===== config.mk =====
export PLATFORM = sky130hd
export DESIGN_NAME = pll_lock_reset_seq
export DESIGN_NICKNAME = d
export VERILOG_FILES = /design/src/rtl/pll_lock_reset_seq.sv
export SDC_FILE = /design/constraint.sdc
export NUM_CORES = 1
export LEC_CHECK = 0
export CAP_MARGIN = 5
export CORE_MARGIN = 1.5
export CORE_UTILIZATION = 35
export DETAILED_ROUTE_END_ITERATION = 7
export PLACE_DENSITY_LB_ADDON = 0.08
export SLEW_MARGIN = 20
export SYNTH_ARGS = -nofsm -noshare
export SYNTH_HDL_FRONTEND = slang
export SYNTH_SLANG_ARGS = --single-unit

===== constraint.sdc =====
create_clock -name i_clk -period 4.06 [get_ports i_clk]
set_input_delay 0.812 -clock i_clk [delete_from_list [all_inputs] [get_ports i_clk]]
set_output_delay 0.812 -clock i_clk [all_outputs]
set_load 0.01 [all_outputs]

===== src/rtl/pll_lock_reset_seq.sv =====
// Lock-qualified reset sequencer running in the PLL output clock domain.
// Synchronises the raw PLL LOCK flag and waits for a run of consecutive locked
// cycles. It then releases the domain resets one at a time, bit 0 first, with a
// fixed stagger, and reasserts every domain reset at once when lock is lost.
// It also keeps a saturating lock-loss count and drives a heartbeat that runs
// only while the system is ready.
module pll_lock_reset_seq #(
   parameter int SYNC_STAGES      = 2,
   parameter int LOCK_QUAL_CYCLES = 1024,
   parameter int STAGGER_CYCLES   = 16,
   parameter int NUM_DOMAINS      = 4,
   parameter int HB_DIV_BITS      = 26,
   parameter int CNT_WIDTH        = 8
) (
   input  logic                   i_clk,
   input  logic                   i_reset,
   input  logic                   i_pll_locked,
   output logic [NUM_DOMAINS-1:0] o_domain_rst,
   output logic                   o_ready,
   output logic [1:0]             o_state,
   output logic [CNT_WIDTH-1:0]   o_lock_loss_count,
   output logic                   o_heartbeat
);

   // One spare bit so neither counter can wrap inside its phase.
   localparam int QW = $clog2(LOCK_QUAL_CYCLES) + 1;
   localparam int SW = $clog2(STAGGER_CYCLES) + 1;
   localparam logic [QW-1:0] QUAL_LAST = QW'(LOCK_QUAL_CYCLES - 1);
   localparam logic [SW-1:0] STAG_LAST = SW'(STAGGER_CYCLES - 1);

   typedef enum logic [1:0] {
      WAIT_LOCK = 2'd0,
      QUALIFY   = 2'd1,
      RELEASE   = 2'd2,
      RUN       = 2'd3
   } state_t;

   state_t                 state_q, state_d;
   logic [SYNC_STAGES-1:0] sync_q;
   logic                   w_lock_s;
   logic [QW-1:0]          qual_cnt_q, qual_cnt_d;
   logic [SW-1:0]          stag_cnt_q, stag_cnt_d;
   logic [NUM_DOMAINS-1:0] dom_rst_q, dom_rst_d;
   logic                   ready_q, ready_d;
   logic [CNT_WIDTH-1:0]   loss_cnt_q, loss_cnt_d;
   logic [HB_DIV_BITS-1:0] hb_cnt_q, hb_cnt_d;

   assign w_lock_s = sync_q[SYNC_STAGES-1];

   // Multi-flop synchroniser for the asynchronous LOCK flag.
   always_ff @(posedge i_clk or posedge i_reset) begin
      if (i_reset) begin
         sync_q <= '0;
      end else begin
         // NOTE: registers use non-blocking assignments so every flop samples
         // the pre-edge value of its neighbour, as real hardware does.
         sync_q <= {sync_q[SYNC_STAGES-2:0], i_pll_locked};
      end
   end

   // State, counters and output registers.
   always_ff @(posedge i_clk or posedge i_reset) begin
      if (i_reset) begin
         state_q    <= WAIT_LOCK;
         qual_cnt_q <= '0;
         stag_cnt_q <= '0;
         dom_rst_q  <= '1;
         ready_q    <= 1'b0;
         loss_cnt_q <= '0;
         hb_cnt_q   <= '0;
      end else begin
         state_q    <= state_d;
         qual_cnt_q <= qual_cnt_d;
         stag_cnt_q <= stag_cnt_d;
         dom_rst_q  <= dom_rst_d;
         ready_q    <= ready_d;
         loss_cnt_q <= loss_cnt_d;
         hb_cnt_q   <= hb_cnt_d;
      end
   end

   // Next-state logic: qualification, staggered release and lock-loss handling.
   always_comb begin
      // NOTE: every signal gets a default before the case so no path leaves
      // one unassigned, which would otherwise infer a latch.
      state_d    = state_q;
      qual_cnt_d = qual_cnt_q;
      stag_cnt_d = stag_cnt_q;
      dom_rst_d  = dom_rst_q;
      ready_d    = ready_q;
      loss_cnt_d = loss_cnt_q;

      unique case (state_q)
         WAIT_LOCK: begin
            qual_cnt_d = '0;
            stag_cnt_d = '0;
            dom_rst_d  = '1;
            ready_d    = 1'b0;
            if (w_lock_s) state_d = QUALIFY;
         end
         QUALIFY: begin
            if (!w_lock_s) begin
               // A glitch during qualification is not a counted loss.
               state_d    = WAIT_LOCK;
               qual_cnt_d = '0;
            end else if (qual_cnt_q == QUAL_LAST) begin
               state_d    = RELEASE;
               qual_cnt_d = '0;
               stag_cnt_d = '0;
               dom_rst_d  = dom_rst_q << 1;
            end else begin
               qual_cnt_d = qual_cnt_q + 1'b1;
            end
         end
         RELEASE: begin
            if (!w_lock_s) begin
               state_d    = WAIT_LOCK;
               dom_rst_d  = '1;
               ready_d    = 1'b0;
               stag_cnt_d = '0;
               if (loss_cnt_q != '1) loss_cnt_d = loss_cnt_q + 1'b1;
            end else if (stag_cnt_q == STAG_LAST) begin
               stag_cnt_d = '0;
               // Once every bit is low, one more stagger period leads into RUN.
               if (dom_rst_q == '0) begin
                  state_d = RUN;
                  ready_d = 1'b1;
               end else begin
                  dom_rst_d = dom_rst_q << 1;
               end
            end else begin
               stag_cnt_d = stag_cnt_q + 1'b1;
            end
         end
         RUN: begin
            if (!w_lock_s) begin
               state_d    = WAIT_LOCK;
               dom_rst_d  = '1;
               ready_d    = 1'b0;
               stag_cnt_d = '0;
               if (loss_cnt_q != '1) loss_cnt_d = loss_cnt_q + 1'b1;
            end
         end
      endcase

      // Heartbeat counts only while ready stays high, so it clears on the
      // same edge that ready drops and never shows a stale MSB.
      hb_cnt_d = (ready_q && ready_d) ? hb_cnt_q + 1'b1 : '0;
   end

   assign o_domain_rst      = dom_rst_q;
   assign o_ready           = ready_q;
   assign o_state           = state_q;
   assign o_lock_loss_count = loss_cnt_q;
   assign o_heartbeat       = hb_cnt_q[HB_DIV_BITS-1];

endmodule


==> summary.md <==
| Metric | Value |
|---|---|
| Mapped Cells | 305 |
| Setup TNS | 0 ps |
| Area grow syn2layout | 15.02% |
| Post-place instance area | 0.003276 sq mm |
| Unrepaired setup endpoints after global routing | no |
| Kind of critical path | reg -> reg |
| I/O pins | 19 |
| Post-Syn Area | 0.003023 sq mm |
| Cts hold-fix bufs | 0 |
| Vias in the first global route | 2,215 |
| Setup WS post-layout | 1623 ps |
| Reg2Reg Setup Slack | 1620 ps |
| Residual DRC | 0 |
| CTS Buf Count | 9 |
| PortBufs | 18 |
| Root Driver | clkbuf_8 |
| Clk buf depth | 2 |
| Cell Pwr Density | 504.6 mW/mm^2 |
| Post-synth top flop | dfrtp_1 |
| Max_cap viols | 0 |
| Slowest cell on crit path | a31oi_1 |
| Largest net degree at the start of global routing | 36 |
| Non-Filler Instances | 432 |
| Core box area | 0.008299 sq mm |
| Vias | 2,325 |
| Final Max Slew Viols | 0 |
| Number of synthesized flops with an enable pin | 0 |
| Initial DRC count | 143 |
| Avg Cell Area, Syn | 9.911 sq um |
| Initial antenna violation count | 0 |
| Worst slew margin | 36.57% |
| Seq cells post-synth | 59 |
| Placed cell count | 416 |
| Final setup fails | 0 |
| Initial core utilization | 36.42% |
| Clock latency on the worst-skew pair | 330 ps |
| Hold Fails Final Rpt | 0 |
| Post-route clock period utilization | 60.01% |
| Ys Warns | 0 |
| Worst setup EP type | flop |
| Post-synth net total | 316 |
| Clock transition at the registers of the reported paths | 60 ps |
| H-tree depth | 3 |
| Setup WS pre-CTS | 1662 ps |
| Die X | 95.94 microns |
| Initial DRT Pass Iterations | 4 |
| Diode count | 0 |
| Gr ovfl total | 0 |
| Netlist cell types | 53 |
| DIE AREA | 0.009204 sq mm |
| First-pass GRT wire length | 10.81 mm |
| Final Cell Area | 0.003477 sq mm |
| Run status | finished clean |
| DR WL/cell | 14.57 microns |
| Worst Path Required | 4270 ps |
| Minimum clock period | 2437 ps |
| Asr flop ratio synth | 100.0% |
| Fin util | 41.90% |
| Clk sink count | 59 |
| CP peak stage delay | 760 ps |
| F_max | 410.4 MHz |
| Postcts setup bufs | 0 |
| Filler Cell Count | 819 |
| Total wire length | 6.295 mm |
| Skew final | 9.001 ps |
| Multi-input logic area | 0.001456 sq mm |
| Layout cells sized above 1 | 10.70% |
| Drt via density | 5.382 |
| Slew @ Worst Pin | 947.0 ps |
| Max VDD drop | 0.2954 mV |
| Reg area | 0.001481 sq mm |
| CP Buf/Inv Count | 1 |
| Nets | 333 |
| Die Y | 95.94 microns |
| Critical Path AT | 2650 ps |
| # rows | 33 |
| DP HPWL | 4.245 mm |
| Startpoint types | flop |
| Antenna viol nets, final | 0 |
| Commonest non-fill, non-tap cell in the layout | dfrtp_1 |
| CP delay by family, top | compound AO/OA/AOI/OAI gates |
| Leading cell types in the layout, fill and taps excluded | dfrtp_1, nor2_1, nand2_1 |
| Worst hold-check path type | reg -> reg |
| Worst-path fanout max | 11 |
| Leakage | 1.423 nW |
| Sequential share of the synthesized area | 49.01% |
| Global placement routability congestion | 0.7989 |
| Worst-path cell chain | inv_1 > ha_1 > nand2_1 > a31oi_1 > a211oi_1 > o22a_1 |
| CTS tree | done |
| Post-CTS sizing | 0 |
| Total GRT Usage | 15.37% |
state kept, by name, indices dropped and copies added, names as in the netlist:
register and count:
hb_cnt_q 26, qual_cnt_q 11, o_lock_loss_count 8, stag_cnt_q 5, o_domain_rst 4, o_state 2, sync_q 2, o_ready 1
final cells by class:
cell class                      count  area share (%)
Inverter                            7          0.7557
Sequential cell                    59           42.61
Clock buffer                       11           4.066
Tap cell                          105           3.778
Clock inverter                      5           1.511
Multi-Input combinational cell    226           41.89
Timing Repair Buffer               19           5.398
power by group:
group	internal (mW)	switching, mW
Combinational	0.232	0.264
Clock	0.297	0.230
Sequential	0.664	0.0678
metrics by stage:
step                      power, mW  hold WS (ps)
after floorplan               1.070         331.2
after global placement        1.238         334.4
after detailed placement      1.240         338.5
after CTS                     1.780         352.8
after global routing          1.874         355.7
final                         1.755         350.3
logic make-up (layout without fill, tap and decap cells):
logic type / Yosys count / in the layout / share of synthesized area (%)
xor+xnor: 19 / 19 / 5.505
flops: 59 / 59 / 49.01
buf+inv: 20 / 42 / 3.063
simple gates: 126 / 126 / 22.52
fa+ha+maj: 8 / 8 / 3.311
compound gates: 63 / 63 / 12.96
mux: 10 / 10 / 3.643
cell usage after synthesis (2+ instances only):
cell      instances  area [sq um]
a21oi_1          17         85.08
a22o_1            2         17.52
a31oi_1           4         25.02
and2_1            4         25.02
and3_1            4         25.02
and3_2            2         15.01
and4_1            4         35.03
buf_6             2         22.52
clkbuf_1          9         33.78
dfrtp_1          55          1376
dfstp_2           4         105.1
ha_1              8         100.1
inv_1             7         26.28
mux2_2            8         90.09
mux2i_1           2         20.02
nand2_1          22         82.58
nand3_1          18         90.09
nand4_1          11         68.82
nor2_1           26         97.59
nor3_1            8         40.04
nor4_1            2         12.51
o211ai_1          2         15.01
o21a_1            5         37.54
o21ai_0          18         90.09
o31ai_1           2         15.01
o41ai_1           2         17.52
or3_1            10         62.56
or4_1             5         37.54
xnor2_1           5         43.79
xor2_1           14         122.6
final timing paths:
path                                    to        from  depth (start not counted)
setup / recovery                o_state[0]  o_state[1]                          6
hold / removal                   sync_q[1]   sync_q[0]                          0
setup reg to reg                o_state[0]  o_state[1]                          6
hold reg to reg                  sync_q[1]   sync_q[0]                          0
max in group asynchronous  o_domain_rst[1]     i_reset                          3
min in group asynchronous     hb_cnt_q[24]     i_reset                          2
metal layers:
layer	wire length, microns	GRT usage, %
met1	3267	21.88
met2	2721	22.36
met3	177	2.844
met4	128	7.353
met5	0	0
Note: power is estimated with default switching activity, not from simulation.
